`config.mk`:
```
export PLATFORM = sky130hd
export DESIGN_NAME = dac_spi_tx
export DESIGN_NICKNAME = d
export VERILOG_FILES = /design/src/rtl/dac_spi_tx_pkg.sv /design/src/rtl/sclk_tick_gen.sv /design/src/rtl/dac_spi_tx.sv
export SDC_FILE = /design/constraint.sdc
export NUM_CORES = 1
export LEC_CHECK = 0
export ABC_AREA = 1
export CAP_MARGIN = 10
export CORE_MARGIN = 4
export CORE_UTILIZATION = 43
export DETAILED_ROUTE_END_ITERATION = 10
export PLACE_DENSITY_LB_ADDON = 0.2
export SYNTH_ARGS = -nofsm -noshare
export SYNTH_HDL_FRONTEND = slang
export SYNTH_HIERARCHICAL = 1
export SYNTH_SLANG_ARGS = --single-unit
```
`constraint.sdc`:
```
create_clock -name clk -period 3.45 [get_ports clk]
set_input_delay 0.69 -clock clk [delete_from_list [all_inputs] [get_ports clk]]
set_output_delay 0.69 -clock clk [all_outputs]
set_load 0.02 [all_outputs]
```
`src/rtl/dac_spi_tx_pkg.sv`:
```
// Shared constants and FSM encoding for the DAC SPI transmitter.
// Frame layout: 4 mode bits followed by the DAC code, MSB first.
package dac_spi_tx_pkg;

   localparam int unsigned FRAME_W = 16;
   localparam int unsigned MODE_W  = 4;

   localparam logic [MODE_W-1:0] DAC_MODE = 4'b0000;
   localparam logic [3:0]        LAST_BIT = 4'd15;

   typedef enum logic [1:0] {
      IDLE     = 2'd0,
      SHIFT    = 2'd1,
      QUIET_ST = 2'd2
   } state_t;

endpackage

```
`src/rtl/sclk_tick_gen.sv`:
```
// Clock divider for the SPI bit timing.
// Emits a one-cycle tick every CLK_DIV cycles while enabled.
module sclk_tick_gen
   import dac_spi_tx_pkg::*;
#(
   parameter int unsigned CLK_DIV = 4
) (
   input  logic clk,
   input  logic reset,
   input  logic en,
   output logic tick
);

   localparam int unsigned CW = $clog2(CLK_DIV) + 1;

   logic [CW-1:0] cnt_q;
   logic [CW-1:0] cnt_d;

   assign tick = en && (cnt_q == CW'(CLK_DIV - 1));

   // Count while enabled; clear when disabled so every frame starts aligned.
   always_comb begin
      cnt_d = '0;
      if (en && !tick) begin
         cnt_d = cnt_q + CW'(1);
      end
   end

   // Divider state register.
   always_ff @(posedge clk or posedge reset) begin
      if (reset) begin
         cnt_q <= '0;
      end else begin
         cnt_q <= cnt_d;
      end
   end

endmodule

```
`src/rtl/dac_spi_tx.sv`:
```
// Serialises filtered samples to a 12-bit SPI DAC as 16-bit frames.
// One-deep pending slot catches samples that arrive mid-frame.
module dac_spi_tx
   import dac_spi_tx_pkg::*;
#(
   parameter int unsigned N        = 12,
   parameter int unsigned DAC_BITS = 12,
   parameter int unsigned CLK_DIV  = 4,
   parameter int unsigned QUIET    = 4
) (
   input  logic         clk,
   input  logic         reset,
   input  logic [N-1:0] yk,
   input  logic         resultadolisto,
   output logic         sclk,
   output logic         sync_n,
   output logic         sdata,
   output logic         busy,
   output logic         frame_done,
   output logic         overrun
);

   localparam int unsigned QW = $clog2(QUIET) + 1;

   state_t              state_q, state_d;
   logic [FRAME_W-1:0]  shreg_q, shreg_d;
   logic [3:0]          bit_cnt_q, bit_cnt_d;
   logic                half_q, half_d;
   logic [QW-1:0]       quiet_cnt_q, quiet_cnt_d;
   logic [DAC_BITS-1:0] slot_q, slot_d;
   logic                slot_full_q, slot_full_d;
   logic                sclk_q, sclk_d;
   logic                sync_n_q, sync_n_d;
   logic                sdata_q, sdata_d;
   logic                busy_q, busy_d;
   logic                frame_done_q, frame_done_d;
   logic                overrun_q, overrun_d;

   logic [DAC_BITS-1:0] code;
   logic                tick;
   logic                tick_en;
   logic                quiet_done;
   logic                load_ok;

   function automatic logic [FRAME_W-1:0] mk_frame(
      input logic [DAC_BITS-1:0] c
   );
      return {DAC_MODE, c};
   endfunction

   // Two's complement to offset binary: keep top bits, flip the sign.
   assign code = {~yk[N-1], yk[N-2 -: DAC_BITS-1]};

   // Divider only runs once the frame has actually started.
   assign tick_en = (state_q == SHIFT) && !sync_n_q;

   assign quiet_done = (state_q == QUIET_ST) &&
                       (quiet_cnt_q == QW'(QUIET - 1));

   // The quiet-end edge behaves exactly like an IDLE edge.
   assign load_ok = (state_q == IDLE) || quiet_done;

   sclk_tick_gen #(
      .CLK_DIV (CLK_DIV)
   ) u_tick (
      .clk   (clk),
      .reset (reset),
      .en    (tick_en),
      .tick  (tick)
   );

   // Next-state, shifter, pending slot and output register logic.
   always_comb begin
      state_d      = state_q;
      shreg_d      = shreg_q;
      bit_cnt_d    = bit_cnt_q;
      half_d       = half_q;
      quiet_cnt_d  = quiet_cnt_q;
      slot_d       = slot_q;
      slot_full_d  = slot_full_q;
      sclk_d       = sclk_q;
      sync_n_d     = sync_n_q;
      sdata_d      = sdata_q;
      busy_d       = busy_q;
      frame_done_d = 1'b0;
      overrun_d    = 1'b0;

      unique case (state_q)
         IDLE: begin
         end
         SHIFT: begin
            if (sync_n_q) begin
               sync_n_d  = 1'b0;
               busy_d    = 1'b1;
               sclk_d    = 1'b1;
               sdata_d   = shreg_q[FRAME_W-1];
               half_d    = 1'b0;
               bit_cnt_d = LAST_BIT;
            end else if (tick) begin
               if (!half_q) begin
                  sclk_d = 1'b0;
                  half_d = 1'b1;
               end else if (bit_cnt_q == 4'd0) begin
                  sclk_d       = 1'b1;
                  sync_n_d     = 1'b1;
                  sdata_d      = 1'b0;
                  frame_done_d = 1'b1;
                  quiet_cnt_d  = '0;
                  state_d      = QUIET_ST;
               end else begin
                  sclk_d    = 1'b1;
                  half_d    = 1'b0;
                  bit_cnt_d = bit_cnt_q - 4'd1;
                  sdata_d   = shreg_q[FRAME_W-2];
                  shreg_d   = shreg_q << 1;
               end
            end
         end
         QUIET_ST: begin
            if (quiet_done) begin
               quiet_cnt_d = '0;
            end else begin
               quiet_cnt_d = quiet_cnt_q + QW'(1);
            end
         end
         default: begin
            state_d = IDLE;
         end
      endcase

      if (load_ok) begin
         if (quiet_done) begin
            busy_d  = 1'b0;
            state_d = IDLE;
         end
         if (slot_full_q) begin
            shreg_d     = mk_frame(slot_q);
            state_d     = SHIFT;
            slot_full_d = resultadolisto;
            if (resultadolisto) begin
               slot_d = code;
            end
         end else if (resultadolisto) begin
            shreg_d = mk_frame(code);
            state_d = SHIFT;
         end
      end else if (resultadolisto) begin
         slot_d      = code;
         slot_full_d = 1'b1;
         overrun_d   = slot_full_q;
      end
   end

   // State and output registers; reset aborts any frame in flight.
   always_ff @(posedge clk or posedge reset) begin
      if (reset) begin
         state_q      <= IDLE;
         shreg_q      <= '0;
         bit_cnt_q    <= '0;
         half_q       <= 1'b0;
         quiet_cnt_q  <= '0;
         slot_q       <= '0;
         slot_full_q  <= 1'b0;
         sclk_q       <= 1'b1;
         sync_n_q     <= 1'b1;
         sdata_q      <= 1'b0;
         busy_q       <= 1'b0;
         frame_done_q <= 1'b0;
         overrun_q    <= 1'b0;
      end else begin
         state_q      <= state_d;
         shreg_q      <= shreg_d;
         bit_cnt_q    <= bit_cnt_d;
         half_q       <= half_d;
         quiet_cnt_q  <= quiet_cnt_d;
         slot_q       <= slot_d;
         slot_full_q  <= slot_full_d;
         sclk_q       <= sclk_d;
         sync_n_q     <= sync_n_d;
         sdata_q      <= sdata_d;
         busy_q       <= busy_d;
         frame_done_q <= frame_done_d;
         overrun_q    <= overrun_d;
      end
   end

   assign sclk       = sclk_q;
   assign sync_n     = sync_n_q;
   assign sdata      = sdata_q;
   assign busy       = busy_q;
   assign frame_done = frame_done_q;
   assign overrun    = overrun_q;

endmodule

```
==> impl_table.tex <==
\begin{tabular}{lr}
\hline
Metric & Value \\
\hline
\multicolumn{2}{l}{\textbf{Cells and area}} \\
Commonest non-fill, non-tap cell in the layout & sky130\_fd\_sc\_hd\_\_nand2\_1 \\
Non-Filler Cell Area, Final & 0.002688 sq mm \\
Final Net Count & 339 \\
Layout cells sized above 1 & 6.542\% \\
Relative area change from synthesis to final layout & 13.65\% \\
Final antenna diode count & 0 \\
Most frequent cells in the layout & sky130\_fd\_sc\_hd\_\_nand2\_1 (88), sky130\_fd\_sc\_hd\_\_dfrtp\_1 (46), sky130\_fd\_sc\_hd\_\_inv\_1 (44), sky130\_fd\_sc\_hd\_\_o21ai\_0 (32), sky130\_fd\_sc\_hd\_\_nor2\_1 (24) \\
Final standard cell count with taps included and fillers excluded & 391 \\
\multicolumn{2}{l}{\textbf{Power}} \\
Leakage power & 1.400 nW \\
Ratio of total power to cell area & 521.7 mW/mm\^{}2 \\
Worst-case vdd ir drop & 0.2577 mV \\
\multicolumn{2}{l}{\textbf{Timing}} \\
Pins over their slew limit & 0 \\
Setup total negative slack & 0 ns \\
Final WS setup & 1.265 ns \\
Tcrit/Tclk final & 63.34\% \\
Max frequency & 0.4576 GHz \\
Transition time of the tightest slew-check pin & 0.9117 ns \\
Final setup violating endpoints & 0 \\
Hold slack & 0.4351 ns \\
Shortest period the worst path allows & 2.185 ns \\
Headroom to the max-slew limit & 38.85\% \\
Worst Clk Skew & 0.004399 ns \\
Setup repair after global routing missed its margin & false \\
Hold Violations, Final & 0 \\
\multicolumn{2}{l}{\textbf{Die}} \\
Core region area & 0.005205 sq mm \\
Overall die width & 82.16 microns \\
Top-Level Pins & 21 \\
Die Area & 0.006750 sq mm \\
Initial standard-cell utilization of the core & 45.43\% \\
Site row count & 26 \\
Height of the die & 82.16 microns \\
\multicolumn{2}{l}{\textbf{GRT}} \\
Total gr overflow & 0 \\
Wire length of the first global-routing pass & 7755 microns \\
Number of antenna violations at the first check in global routing & 0 \\
Global routing usage summed across all routing layers & 15.10\% \\
Vias in the first global route & 1761 \\
Maximum number of pins on one net before global-route repair & 26 \\
\multicolumn{2}{l}{\textbf{Routing}} \\
DR pass1 iterations & 4 \\
Residual DRC count & 0 \\
Total detailed-routing wirelength & 4251 microns \\
DR iter-0 viols & 86 \\
Via count normalized by instance count & 4.680 \\
Detail-routed net length per standard cell & 10.87 microns \\
Number of nets with antenna violations after detailed routing & 0 \\
Via count of the routed design & 1830 \\
\multicolumn{2}{l}{\textbf{Placement}} \\
HPWL reported at the end of detailed placement & 3049 microns \\
Number of cells in the design after placement & 383 \\
Count of port buffers added during placement & 20 \\
Final RePlAce weighted congestion & 0.7355 \\
Pre-CTS setup slack & 1.178 ns \\
Placed cell areas & 0.002595 sq mm \\
\multicolumn{2}{l}{\textbf{Synth}} \\
Distinct cell type count of the synthesized netlist & 24 \\
Sequential share of the synthesized area & 50.90\% \\
Yosys reg bits & 48 \\
Number of nets produced by synthesis & 323 \\
Avg Synthesized Cell Area & 7.779 sq um \\
Cells after synthesis & 304 \\
Summed instance area of the synthesized netlist & 0.002365 sq mm \\
Count of synthesis-stage warnings from yosys & 6 \\
\multicolumn{2}{l}{\textbf{Setup path}} \\
Type of the setup path with the least slack & reg -> out \\
Slowest library cell on the worst path & sky130\_fd\_sc\_hd\_\_clkdlybuf4s50\_1 \\
CP top delay family & buffers and inverters \\
Series of cell instances along the critical path & clkdlybuf4s50\_1 \\
R2r endpoint & shreg\_q[14] \\
Delay contributed by the slowest stage of the critical path & 0.61 ns \\
Reg-to-reg setup timing slack & 1.27 ns \\
Critical Path AT & 1.50 ns \\
CP max FO & 5 \\
Critical R2R Launch & state\_q[1] \\
Startpoint class of the critical path & flip-flop \\
Req. time, crit path & 2.76 ns \\
Count of buffer and inverter cells on the critical path & 1 \\
Kind of end point of the critical path & primary output \\
Count of cells along the worst register-to-register path & 10 \\
\multicolumn{2}{l}{\textbf{Flow run}} \\
Maxcap violations & 0 \\
\multicolumn{2}{l}{\textbf{Worst hold path}} \\
Worst min path class & reg -> reg \\
Start point of the worst hold path & u\_tick/cnt\_q[0] \\
Hold depth & 1 \\
Min-Delay Endpoint & u\_tick/cnt\_q[0] \\
\multicolumn{2}{l}{\textbf{Clock network}} \\
Number of buffers created by CTS & 5 \\
Number of buffers on the longest clock path & 2 \\
CTS Sinks & 48 \\
Total of hold buffers inserted after clock tree synthesis & 0 \\
Htree depth & 2 \\
Number of setup buffers added after CTS & 0 \\
Root Buffer Master & sky130\_fd\_sc\_hd\_\_clkbuf\_8 \\
Clock insertion delay at the later pin of the skew report & 0.30 ns \\
Clock transition at the register clock pins on the worst setup and hold paths after CTS & 0.08 ns \\
Post-CTS resize count & 0 \\
CTS tree & yes \\
\multicolumn{2}{l}{\textbf{Run status}} \\
Status & completed \\
\hline
\end{tabular}
==> cell usage after synthesis (all sizes together) <==
library cell,number,share of area (%)
nand3,21,4.9
buf,9,2.2
nor2,25,4.3
nand2,90,14
inv,48,7.6
and2,1,0.26
a31oi,1,0.26
a21oi,4,1.0
o21ai,37,8.0
dfrtp,46,49
clkbuf,3,0.53
dfstp,2,2.2
ha,4,2.1
nand4,12,3.2
or2,1,0.26
==> sequential cells by signal (all words and copies together) (netlist names) <==
signal,cells
half_q,1
quiet_cnt_q,3
slot_q,12
u_tick/cnt_q,3
sync_n,1
sclk,1
slot_full_q,1
frame_done,1
state_q,2
sdata,1
bit_cnt_q,4
overrun,1
busy,1
shreg_q,16
==> through the flow <==
stage	util, %	total power [mW]
6_report	51.63	1.402
5_1_grt	51.63	1.528
4_1_cts	51.63	1.424
3_5_place_dp	49.86	1.075
3_3_place_gp	49.86	1.063
2_1_floorplan	-	0.9817
==> power breakdown <==
part	total, mW	internal (mW)	switching (mW)	leakage, nW
Sequential	0.747	0.690	0.0571	0.579
Clock	0.346	0.160	0.185	0.0510
Combinational	0.310	0.128	0.182	0.770
==> logic make-up (layout without fill, tap and decap cells) <==
kind of cell	after synthesis	in the layout	share of synthesized area, %
simple gates	150	150	27.35
buf+inv	60	77	10.37
flops	48	48	50.90
compound gates	42	42	9.259
fa+ha+maj	4	4	2.116
==> area by class of cell <==
type | count | area (sq um)
Sequential cell | 48 | 1204
Timing Repair Buffer | 21 | 207.7
Fill cell | 530 | 2517
Multi-Input combinational cell | 196 | 915.9
Inverter | 48 | 180.2
Clock buffer | 6 | 82.58
Tap cell | 70 | 87.58
Clock inverter | 2 | 10.01
==> worst max path at each step <==
stage              startpoint           end  slack [ns]  cells past startpoint
6_report               sync_n        sync_n        1.26                      1
5_1_grt            state_q[1]   shreg_q[15]        0.99                     10
4_1_cts                sync_n        sync_n        1.25                      1
3_5_place_dp   resultadolisto     slot_q[6]        1.18                      5
3_3_place_gp   resultadolisto     slot_q[6]        1.25                      5
2_1_floorplan           reset  bit_cnt_q[0]        1.70                      1
==> routing by layer <==
layer | vias to the layer above | wire, microns | global-route usage, %
met1 | 813 | 2087 | 18.66
met3 | 5 | 181 | 3.905
met2 | 29 | 1925 | 25.20
li1 | 983 | - | -
met4 | 0 | 57 | 5.980
met5 | - | 0 | 0
(Power assumes the default switching activity.)
